**src/rtl/ppu_reg_bridge_if.sv**
```systemverilog
// rtl/ppu_reg_bridge_if.sv - CPU-side register bus between the CPU core and the PPU register bridge
interface ppu_reg_bridge_if;
  logic        cpu_cs;
  logic [15:0] cpu_addr;
  logic        cpu_rw;
  logic [7:0]  cpu_data_out;
  logic [7:0]  cpu_data_in;
  logic        cpu_rdy;

  modport master (output cpu_cs, cpu_addr, cpu_rw, cpu_data_out,
                  input  cpu_data_in, cpu_rdy);
  modport slave  (input  cpu_cs, cpu_addr, cpu_rw, cpu_data_out,
                  output cpu_data_in, cpu_rdy);
endinterface

```
**src/rtl/ppu_reg_bridge.sv**
```systemverilog
// rtl/ppu_reg_bridge.sv - PPU register file ($2000-$3FFF mirrored) with $4014 OAM DMA engine
module ppu_reg_bridge #(
  parameter int VADDR_W  = 14,
  parameter int DMA_EN   = 1,
  parameter int INC_WIDE = 32
) (
  input  logic               clk,
  input  logic               rst_n,
  ppu_reg_bridge_if.slave    cpu,
  input  logic               vblank_set,
  input  logic               vblank_clr,
  input  logic               spr0_hit,
  input  logic               spr_ovf,
  output logic [7:0]         ctrl_q,
  output logic [7:0]         mask_q,
  output logic [7:0]         scroll_x,
  output logic [7:0]         scroll_y,
  output logic [VADDR_W-1:0] vram_addr,
  output logic [7:0]         vram_wdata,
  output logic               vram_we,
  output logic               vram_re,
  input  logic [7:0]         vram_rdata,
  output logic [7:0]         oam_addr,
  output logic [7:0]         oam_wdata,
  output logic               oam_we,
  input  logic [7:0]         oam_rdata,
  output logic [15:0]        dma_addr,
  output logic               dma_req,
  input  logic [7:0]         dma_rdata,
  output logic               nmi
);
  localparam logic [1:0] ST_IDLE  = 2'd0;
  localparam logic [1:0] ST_ALIGN = 2'd1;
  localparam logic [1:0] ST_RD    = 2'd2;
  localparam logic [1:0] ST_WR    = 2'd3;

  logic [1:0]         state;
  logic [7:0]         dma_page;
  logic [7:0]         dma_idx;
  logic [7:0]         oam_ptr;
  logic [7:0]         latch;
  logic [7:0]         rd_buf;
  logic [VADDR_W-1:0] v;
  logic               w;
  logic               vblank;
  logic               spr0;
  logic               ovf;
  logic               rd_pend;
  logic               pal_pend;

  logic               reg_hit;
  logic               wr;
  logic               rd;
  logic               dma_start;
  logic               pal;
  logic               cpu_oam_we;
  logic [2:0]         idx;
  logic [VADDR_W-1:0] step;
  logic [7:0]         rd_val;

  assign cpu.cpu_rdy = (state == ST_IDLE);
  assign reg_hit     = cpu.cpu_cs & cpu.cpu_rdy & (cpu.cpu_addr[15:13] == 3'b001);
  assign idx         = cpu.cpu_addr[2:0];
  assign wr          = reg_hit & ~cpu.cpu_rw;
  assign rd          = reg_hit & cpu.cpu_rw;
  assign dma_start   = (DMA_EN != 0) && cpu.cpu_cs && cpu.cpu_rdy && !cpu.cpu_rw
                       && (cpu.cpu_addr == 16'h4014);
  assign step        = ctrl_q[2] ? VADDR_W'(INC_WIDE) : VADDR_W'(1);
  // Palette reads bypass the read buffer; only meaningful for the 14-bit PPU map
  assign pal         = (VADDR_W == 14) && (32'(v) >= 32'h3F00);

  assign cpu_oam_we  = wr && (idx == 3'd4);
  assign vram_addr   = v;
  assign vram_we     = wr && (idx == 3'd7);
  assign vram_wdata  = vram_we ? cpu.cpu_data_out : 8'h00;
  assign vram_re     = rd && (idx == 3'd7);
  assign oam_we      = (state == ST_WR) || cpu_oam_we;
  assign oam_addr    = (state == ST_WR) ? oam_ptr + dma_idx : oam_ptr;
  assign oam_wdata   = (state == ST_WR) ? dma_rdata : (cpu_oam_we ? cpu.cpu_data_out : 8'h00);
  assign dma_req     = (state == ST_RD);
  assign dma_addr    = {dma_page, dma_idx};
  assign nmi         = ctrl_q[7] & vblank;

  // A status read racing vblank_set reports the flag clear
  always_comb begin
    rd_val = latch;
    case (idx)
      3'd2:    rd_val = {vblank & ~vblank_set, spr0, ovf, latch[4:0]};
      3'd4:    rd_val = oam_rdata;
      3'd7:    rd_val = rd_buf;
      default: rd_val = latch;
    endcase
  end

  always_ff @(posedge clk or negedge rst_n) begin
    if (!rst_n) begin
      ctrl_q          <= 8'h00;
      mask_q          <= 8'h00;
      scroll_x        <= 8'h00;
      scroll_y        <= 8'h00;
      oam_ptr         <= 8'h00;
      latch           <= 8'h00;
      rd_buf          <= 8'h00;
      v               <= '0;
      w               <= 1'b0;
      vblank          <= 1'b0;
      spr0            <= 1'b0;
      ovf             <= 1'b0;
      rd_pend         <= 1'b0;
      pal_pend        <= 1'b0;
      cpu.cpu_data_in <= 8'h00;
    end else begin
      rd_pend  <= vram_re;
      pal_pend <= vram_re & pal;
      if (rd_pend) rd_buf <= vram_rdata;
      if (pal_pend) cpu.cpu_data_in <= vram_rdata;
      if (rd && !(idx == 3'd7 && pal)) cpu.cpu_data_in <= rd_val;

      if (vblank_clr) begin
        vblank <= 1'b0;
        spr0   <= 1'b0;
        ovf    <= 1'b0;
      end else begin
        if (rd && idx == 3'd2) vblank <= 1'b0;
        else if (vblank_set)   vblank <= 1'b1;
        if (spr0_hit) spr0 <= 1'b1;
        if (spr_ovf)  ovf  <= 1'b1;
      end

      if (rd && idx == 3'd2) w <= 1'b0;
      if (vram_re) v <= v + step;

      if (wr) begin
        latch <= cpu.cpu_data_out;
        case (idx)
          3'd0: ctrl_q  <= cpu.cpu_data_out;
          3'd1: mask_q  <= cpu.cpu_data_out;
          3'd3: oam_ptr <= cpu.cpu_data_out;
          3'd4: oam_ptr <= oam_ptr + 8'd1;
          3'd5: begin
            if (!w) scroll_x <= cpu.cpu_data_out;
            else    scroll_y <= cpu.cpu_data_out;
            w <= ~w;
          end
          3'd6: begin
            if (!w) v[VADDR_W-1:8] <= cpu.cpu_data_out[VADDR_W-9:0];
            else    v[7:0]         <= cpu.cpu_data_out;
            w <= ~w;
          end
          3'd7: v <= v + step;
          default: ;
        endcase
      end
    end
  end

  // OAM DMA: one alignment cycle, then 256 read/write pairs
  always_ff @(posedge clk or negedge rst_n) begin
    if (!rst_n) begin
      state    <= ST_IDLE;
      dma_page <= 8'h00;
      dma_idx  <= 8'h00;
    end else begin
      case (state)
        ST_IDLE: begin
          if (dma_start) begin
            dma_page <= cpu.cpu_data_out;
            dma_idx  <= 8'h00;
            state    <= ST_ALIGN;
          end
        end
        ST_ALIGN: state <= ST_RD;
        ST_RD:    state <= ST_WR;
        ST_WR: begin
          dma_idx <= dma_idx + 8'd1;
          state   <= (dma_idx == 8'hFF) ? ST_IDLE : ST_RD;
        end
        default: state <= ST_IDLE;
      endcase
    end
  end
endmodule
```
**src/flat_wrapper.sv**
```systemverilog
// flat-port wrapper written by rule: the top's interface ports become plain ports
module ppu_reg_bridge_flat 
#(
  parameter int VADDR_W  = 14,
  parameter int DMA_EN   = 1,
  parameter int INC_WIDE = 32
)
  (clk, rst_n, vblank_set, vblank_clr, spr0_hit, spr_ovf, ctrl_q, mask_q, scroll_x, scroll_y, vram_addr, vram_wdata, vram_we, vram_re, vram_rdata, oam_addr, oam_wdata, oam_we, oam_rdata, dma_addr, dma_req, dma_rdata, nmi, cpu_cpu_cs, cpu_cpu_addr, cpu_cpu_rw, cpu_cpu_data_out, cpu_cpu_data_in, cpu_cpu_rdy);
  ppu_reg_bridge_if cpu_i ();
  input  logic clk;
  input  logic rst_n;
  input  logic vblank_set;
  input  logic vblank_clr;
  input  logic spr0_hit;
  input  logic spr_ovf;
  output logic [7:0] ctrl_q;
  output logic [7:0] mask_q;
  output logic [7:0] scroll_x;
  output logic [7:0] scroll_y;
  output logic [VADDR_W-1:0] vram_addr;
  output logic [7:0] vram_wdata;
  output logic vram_we;
  output logic vram_re;
  input  logic [7:0] vram_rdata;
  output logic [7:0] oam_addr;
  output logic [7:0] oam_wdata;
  output logic oam_we;
  input  logic [7:0] oam_rdata;
  output logic [15:0] dma_addr;
  output logic dma_req;
  input  logic [7:0] dma_rdata;
  output logic nmi;
  input wire logic [$bits(cpu_i.cpu_cs)-1:0] cpu_cpu_cs;
  input wire logic [$bits(cpu_i.cpu_addr)-1:0] cpu_cpu_addr;
  input wire logic [$bits(cpu_i.cpu_rw)-1:0] cpu_cpu_rw;
  input wire logic [$bits(cpu_i.cpu_data_out)-1:0] cpu_cpu_data_out;
  output wire logic [$bits(cpu_i.cpu_data_in)-1:0] cpu_cpu_data_in;
  output wire logic [$bits(cpu_i.cpu_rdy)-1:0] cpu_cpu_rdy;
  assign cpu_i.cpu_cs = cpu_cpu_cs;
  assign cpu_i.cpu_addr = cpu_cpu_addr;
  assign cpu_i.cpu_rw = cpu_cpu_rw;
  assign cpu_i.cpu_data_out = cpu_cpu_data_out;
  assign cpu_cpu_data_in = cpu_i.cpu_data_in;
  assign cpu_cpu_rdy = cpu_i.cpu_rdy;
  ppu_reg_bridge #(.VADDR_W(VADDR_W), .DMA_EN(DMA_EN), .INC_WIDE(INC_WIDE)) u_core (.clk(clk), .rst_n(rst_n), .cpu(cpu_i), .vblank_set(vblank_set), .vblank_clr(vblank_clr), .spr0_hit(spr0_hit), .spr_ovf(spr_ovf), .ctrl_q(ctrl_q), .mask_q(mask_q), .scroll_x(scroll_x), .scroll_y(scroll_y), .vram_addr(vram_addr), .vram_wdata(vram_wdata), .vram_we(vram_we), .vram_re(vram_re), .vram_rdata(vram_rdata), .oam_addr(oam_addr), .oam_wdata(oam_wdata), .oam_we(oam_we), .oam_rdata(oam_rdata), .dma_addr(dma_addr), .dma_req(dma_req), .dma_rdata(dma_rdata), .nmi(nmi));
endmodule
```
**config.mk**
```make
export PLATFORM = sky130hd
export DESIGN_NAME = ppu_reg_bridge_flat
export DESIGN_NICKNAME = d
export VERILOG_FILES = /design/src/rtl/ppu_reg_bridge_if.sv /design/src/rtl/ppu_reg_bridge.sv /design/src/flat_wrapper.sv
export SDC_FILE = /design/constraint.sdc
export NUM_CORES = 1
export LEC_CHECK = 0
export ABC_AREA = 1
export CORE_MARGIN = 4
export CORE_UTILIZATION = 40
export CTS_BUF_LIST = sky130_fd_sc_hd__clkbuf_2 sky130_fd_sc_hd__clkbuf_4 sky130_fd_sc_hd__clkbuf_8
export CTS_CLUSTER_SIZE = 20
export DETAILED_ROUTE_END_ITERATION = 16
export PLACE_DENSITY = 0.7
export SLEW_MARGIN = 20
export SYNTH_ARGS = -nofsm -noshare
export SYNTH_HDL_FRONTEND = slang
export SYNTH_SLANG_ARGS = --single-unit
```
**constraint.sdc**
```tcl
create_clock -name clk -period 1.62 [get_ports clk]
set_input_delay 0.243 -clock clk [delete_from_list [all_inputs] [get_ports clk]]
set_output_delay 0.243 -clock clk [all_outputs]
set_load 0.02 [all_outputs]
```
# Word level (Yosys, flattened, before mapping)
# Cells that the tools add are included.
# totals
ff_bits	102
in_bits	56
out_inout_bits	100
word_cells	104
# op_classes
addsub	4
order_cmp	1
eq_ne	14
muxes	29
bitwise_logic	10
reduce_logical	28
# op_table
cell	n
$mux 8	8
$pmux 8 s2	2
$mux 14	2
$pmux 14 s2	1
$pmux 8 s3	1
$add 8x1->8 const B	2
$eq 16x15->1 const B	1
$add 14x14->14	1
$ge 14x14->1 const B	1
$eq 3x3->1 const B	4
$mux 6	2
$mux 1	10
$reduce_and 2->1	5
$reduce_bool 2->1	5
$logic_and 1x1->1	9
$add 8x8->8	1
$eq 8x8->1 const B	1
$pmux 2 s4	1
$and 1x1->1	7
$eq 3x1->1 const B	2
$eq 3x2->1 const B	2
$reduce_and 3->1	2
$eq 2x2->1 const B	2
$mux 2	2
other kinds (9)	12

# Longest topological paths before layout
# logic_depth
depth_word	9
ltp_mapped	13
mapped_depth_nobuf	13

# Worst setup path before layout
# Ideal clock, no wire load.
# synth_timing
path_kind	register -> output
start	reg u_core.state[1]
end	out oam_wdata[2]
arrival_time_ns	1.884
required_time_ns	1.377
path_slack_ns	-0.507
path_stages_with_launch	9
n_path_buf	1
path_cell_list	dfrtp_1 > nor2_4 > nand2_2 > nor2_8 > nand2_8 > clkinv_4 > buf_2 > nand2_1 > o21ai_0
# synth_via
elab_chain_len	7
word_cells_on_any_way	8
classes_between	eq/ne (1); mux (2); bitwise (3); reduce/logical (2)
# synth_lines
element	line_no	rtl
start, declared	ppu_reg_bridge.sv:37	logic [1:0] state;
start signal, assigned	ppu_reg_bridge.sv:176	state <= (dma_idx == 8'hFF) ? ST_IDLE : ST_RD;
$logic_not 2->1	ppu_reg_bridge.sv:61	assign cpu.cpu_rdy = (state == ST_IDLE);
net cpu_cpu_rdy	flat_wrapper.sv:38	output wire logic [$bits(cpu_i.cpu_rdy)-1:0] cpu_cpu_rdy;
$and 1x1->1 (2 in series)	ppu_reg_bridge.sv:62	assign reg_hit = cpu.cpu_cs & cpu.cpu_rdy & (cpu.cpu_addr[15:13] == 3'b001);
$and 1x1->1	ppu_reg_bridge.sv:64	assign wr = reg_hit & ~cpu.cpu_rw;
$logic_and 1x1->1	ppu_reg_bridge.sv:72	assign cpu_oam_we = wr && (idx == 3'd4);
$mux 8 (2 in series)	ppu_reg_bridge.sv:79	assign oam_wdata = (state == ST_WR) ? dma_rdata : (cpu_oam_we ? cpu.cpu_data_out : 8'h00);
end, declared	flat_wrapper.sv:26	output logic [7:0] oam_wdata;
# The timed path passes the listed nets, and every way through them passes these cells.

# Worst setup path after layout
# layout_timing
start	reg u_core.dma_idx[0]
end	out oam_addr[2]
# layout_via
elab_chain_len	2
# layout_lines
element	line_no	rtl
start, declared	ppu_reg_bridge.sv:39	logic [7:0] dma_idx;
start signal, assigned	ppu_reg_bridge.sv:175	dma_idx <= dma_idx + 8'd1;
$add 8x8->8	ppu_reg_bridge.sv:78	assign oam_addr = (state == ST_WR) ? oam_ptr + dma_idx : oam_ptr;
$mux 8	ppu_reg_bridge.sv:78	
end, declared	flat_wrapper.sv:25	output logic [7:0] oam_addr;
# Every way passes these cells.

==> reports/results.ini <==
[route]
dr.first_iter.drc_count = 617
drt-pass1-iter-count = 5
wl_per_cell_um = 17.5
wirelength_um = 22500
vias = 6741
vias_per_cell = 5.25
ant_nets = 0
drc_errors = 0

[setup_path]
path_class = flop to primary output
crit_path_max_fanout = 3
crit_slowest_cell = dfrtp_2
end_kind = primary output
worstSetupPathDepth = 9
startpoint_type = flop
critPathTopFamily = flip-flops
reg2reg_depth = 13
crit_buf_inv = 4
worstPathCellList = ha_4 -> inv_2 -> fa_2 -> inv_2 -> buf_4 -> a21oi_2 -> o21ai_2 -> o21ai_1 -> buf_4
cp_data_required_time_ps = 1380
worstPathArrival_ps = 1970
cpPeakStageDelay_ps = 430

[sta]
setup_viol = 92
rsz0062_at_grt = yes
final_hold_viol_count = 0
worst_pin_slew_ps = 581
max_freq_mhz = 453
slew_viol_final = 0
period_share_pct = 136
fin_ws_ps = -590
slew_headroom_pct = 61.3
clock_skew_ps = 17.0
worst_hold_slack_ps = 398
min_period_ps = 2210

[clock_network]
h-tree-depth = 3
clk_path_buf_depth = 2
clock-sinks = 102
numCtsBuffers = 9
clk_latency_ps = 400
clk_pin_slew_ps = 110
root_buffer = clkbuf_8
tritoncts = done

[yosys]
synth_top_cell_area_share_pct = 42.9
synth_cells = 789
ys_types = 46
syn_area_per_cell_sq_um = 7.55
seq_area_frac_synth_pct = 42.9
yosys_most_used_dff = dfrtp_1
netlist_top_cells_area = dfrtp_1, nand2_1, o21ai_0
syn-num-nets = 858
syn_area_sq_um = 5950
ys_ff_latch = 102
yosysTopAreaCell = dfrtp_1
synth_edf_count = 0
yosysWarningCount = 0
async_flop_share_pct = 100

[global_routing]
grt_pass1_vias = 6563
grt_antenna_before_repair = 2
grt_pass1_wl_um = 34200
overflow = 0
grt_max_degree = 103
grt_usage_pct = 26.0

[placement]
gp_congestion = 0.887
portBuffers = 155
dp.final_hpwl_um = 15000
dp_slack_ps = -968
dp_cells = 1215

[final_layout]
final.fill_count = 1125
seqCellArea_sq_um = 2560
nets = 1163
drive_gt1_share_pct = 40.0
utilization_pct = 72.0
final_cells = 1285
syn_to_final_growth_pct = 75.8
multi_input_area_sq_um = 4090

[pwr]
power_mw = 4.68
leakagePower_nw = 5.15
p_per_area_nw_per_um2 = 447
ir_worst_vdd_v = 0.000408

[outcome]
violations = setup timing
status = complete, but fails checks

[die]
core-area_sq_um = 14500
fp-row-count = 44
die_area_sq_um = 16900
initial_core_util_pct = 41.0
io_pins = 156
die_x_um = 130
die_y_um = 130

[job]
maxCapViolCount = 0

[min_path]
min_path_type = input pin to flop
holdPathStages = 3

[cells by family (layout without fill, tap and decap cells)]
group | after synthesis | count (layout) | synth area share [%]
XOR/XNOR | 5 | 5 | 0.736
AO/OA/AOI/OAI | 144 | 144 | 13.3
adder cells (fa/ha/maj) | 13 | 13 | 2.86
buffers and inverters | 113 | 420 | 7.84
multiplexers | 3 | 3 | 0.546
other | 0 | 2 | 0
AND/OR/NAND/NOR | 409 | 412 | 31.9
flip-flops | 102 | 102 | 42.9
[layer usage]
layer / vias up / track usage (%) / share of wire (%)
li1: 3210 / - / -
met1: 3250 / 33.6 / 42
met2: 234 / 44.5 / 50
met3: 47 / 5.08 / 5.7
met4: 0 / 7.46 / 2.3
met5: - / 0 / 0
[flip-flops by register name, indices dropped and copies added (netlist names)]
signal	count
u_core.state	2
u_core.ovf	1
u_core.scroll_x	8
u_core.vblank	1
u_core.oam_ptr	8
u_core.rd_buf	8
u_core.rd_pend	1
u_core.dma_page	8
u_core.pal_pend	1
u_core.cpu.cpu_data_in	8
u_core.scroll_y	8
u_core.w	1
u_core.spr0	1
u_core.mask_q	8
u_core.vram_addr	14
u_core.ctrl_q	8
u_core.dma_idx	8
u_core.latch	8
[area by class of cell]
cell class                 count  share of cell area [%]
timing repair buffer         312                    28.5
antenna                        2                  0.0478
sequential                   102                    24.5
inverter                      91                    3.62
timing repair inverter         1                   0.155
clock buffer                  11                    1.45
clock inverter                 5                   0.383
tap                          184                    2.20
multi-input combinational    577                    39.1
[worst reg2reg max path: cells and delay by family, from the launching register on]
family,cells,cell delay (ps)
simple gates,8,930
buf+inv,5,610
flops,1,430
[synthesized netlist by cell type, types with 2 or more instances]
| cell type | instances |
|---|---|
| buf_4 | 3 |
| buf_2 | 7 |
| nand4_1 | 14 |
| nor2_1 | 54 |
| clkbuf_1 | 10 |
| nor3_1 | 5 |
| xor2_1 | 4 |
| o21ai_0 | 87 |
| or2_2 | 4 |
| nor2_8 | 3 |
| nor2_4 | 2 |
| nand3_4 | 3 |
| buf_6 | 2 |
| nand3_2 | 2 |
| o21ai_1 | 10 |
| inv_2 | 5 |
| a21oi_2 | 2 |
| nand3b_1 | 6 |
| mux2_2 | 2 |
| nand3_1 | 77 |
| ha_1 | 12 |
| inv_1 | 82 |
| nand2_1 | 227 |
| a31oi_1 | 3 |
| dfrtp_1 | 102 |
| clkinv_1 | 2 |
| or2_0 | 4 |
| o21ai_2 | 8 |
| a21oi_1 | 22 |
| o211ai_1 | 9 |
[power by group]
group          total (mW)  leakage (nW)  switching (mW)  internal, mW
logic               0.478          3.80           0.274         0.204
registers            2.56          1.26         0.00694          2.55
clock network        1.64        0.0939           0.985         0.657
total                4.68          5.15            1.27          3.41
[cells in the final DEF, fill, tap and decap left out, types with 6 or more instances in the layout]
master / n
o21ai_1: 28
dlygate4sd2_1: 65
buf_4: 109
nand2_2: 42
a21oi_1: 8
dfrtp_2: 10
dlymetal6s2s_1: 7
buf_8: 8
nand2_8: 8
buf_12: 9
nand3_1: 50
o211ai_1: 9
nand3_2: 25
a21oi_2: 13
nand2_4: 24
ha_4: 10
o21ai_0: 37
clkdlybuf4s50_1: 51
nand2_1: 157
buf_6: 56
nand3b_1: 6
dfrtp_1: 92
clkbuf_8: 11
inv_2: 9
nor2_1: 40
nand3_4: 9
nor2_4: 14
nand4_1: 14
o21ai_4: 12
inv_1: 73
o21ai_2: 28
[path summary, 6_finish.rpt]
| path | startpoint | endpoint | slack [ps] |
|---|---|---|---|
| min | spr_ovf | u_core.ovf | 400 |
| max | u_core.dma_idx[0] | oam_addr[2] | -590 |
| min in group asynchronous | rst_n | u_core.dma_idx[5] | 410 |
| max reg2reg | u_core.state[1] | u_core.vram_addr[11] | -400 |
| min reg2reg | u_core.dma_page[0] | u_core.dma_page[0] | 490 |
| max in group asynchronous | rst_n | u_core.ctrl_q[2] | 700 |
[timing repair]
item,CTS,global route
gates resized for setup,380,166
setup buffers,28,23
hold buffers,1,0
endpoints found under the hold margin,102,0
pin swaps,42,57
endpoints found under the setup margin,167,121
gates cloned,9,0
[per-stage QoR]
step	TNS (ps)	instance area [sq um]
3_5_place_dp	-57160	8860
3_3_place_gp	-52330	8860
4_1_cts	-17600	9790
2_1_floorplan	-2500	6360
6_report	-26330	10500
5_1_grt	-33100	10500
(Power assumes the default switching activity.)
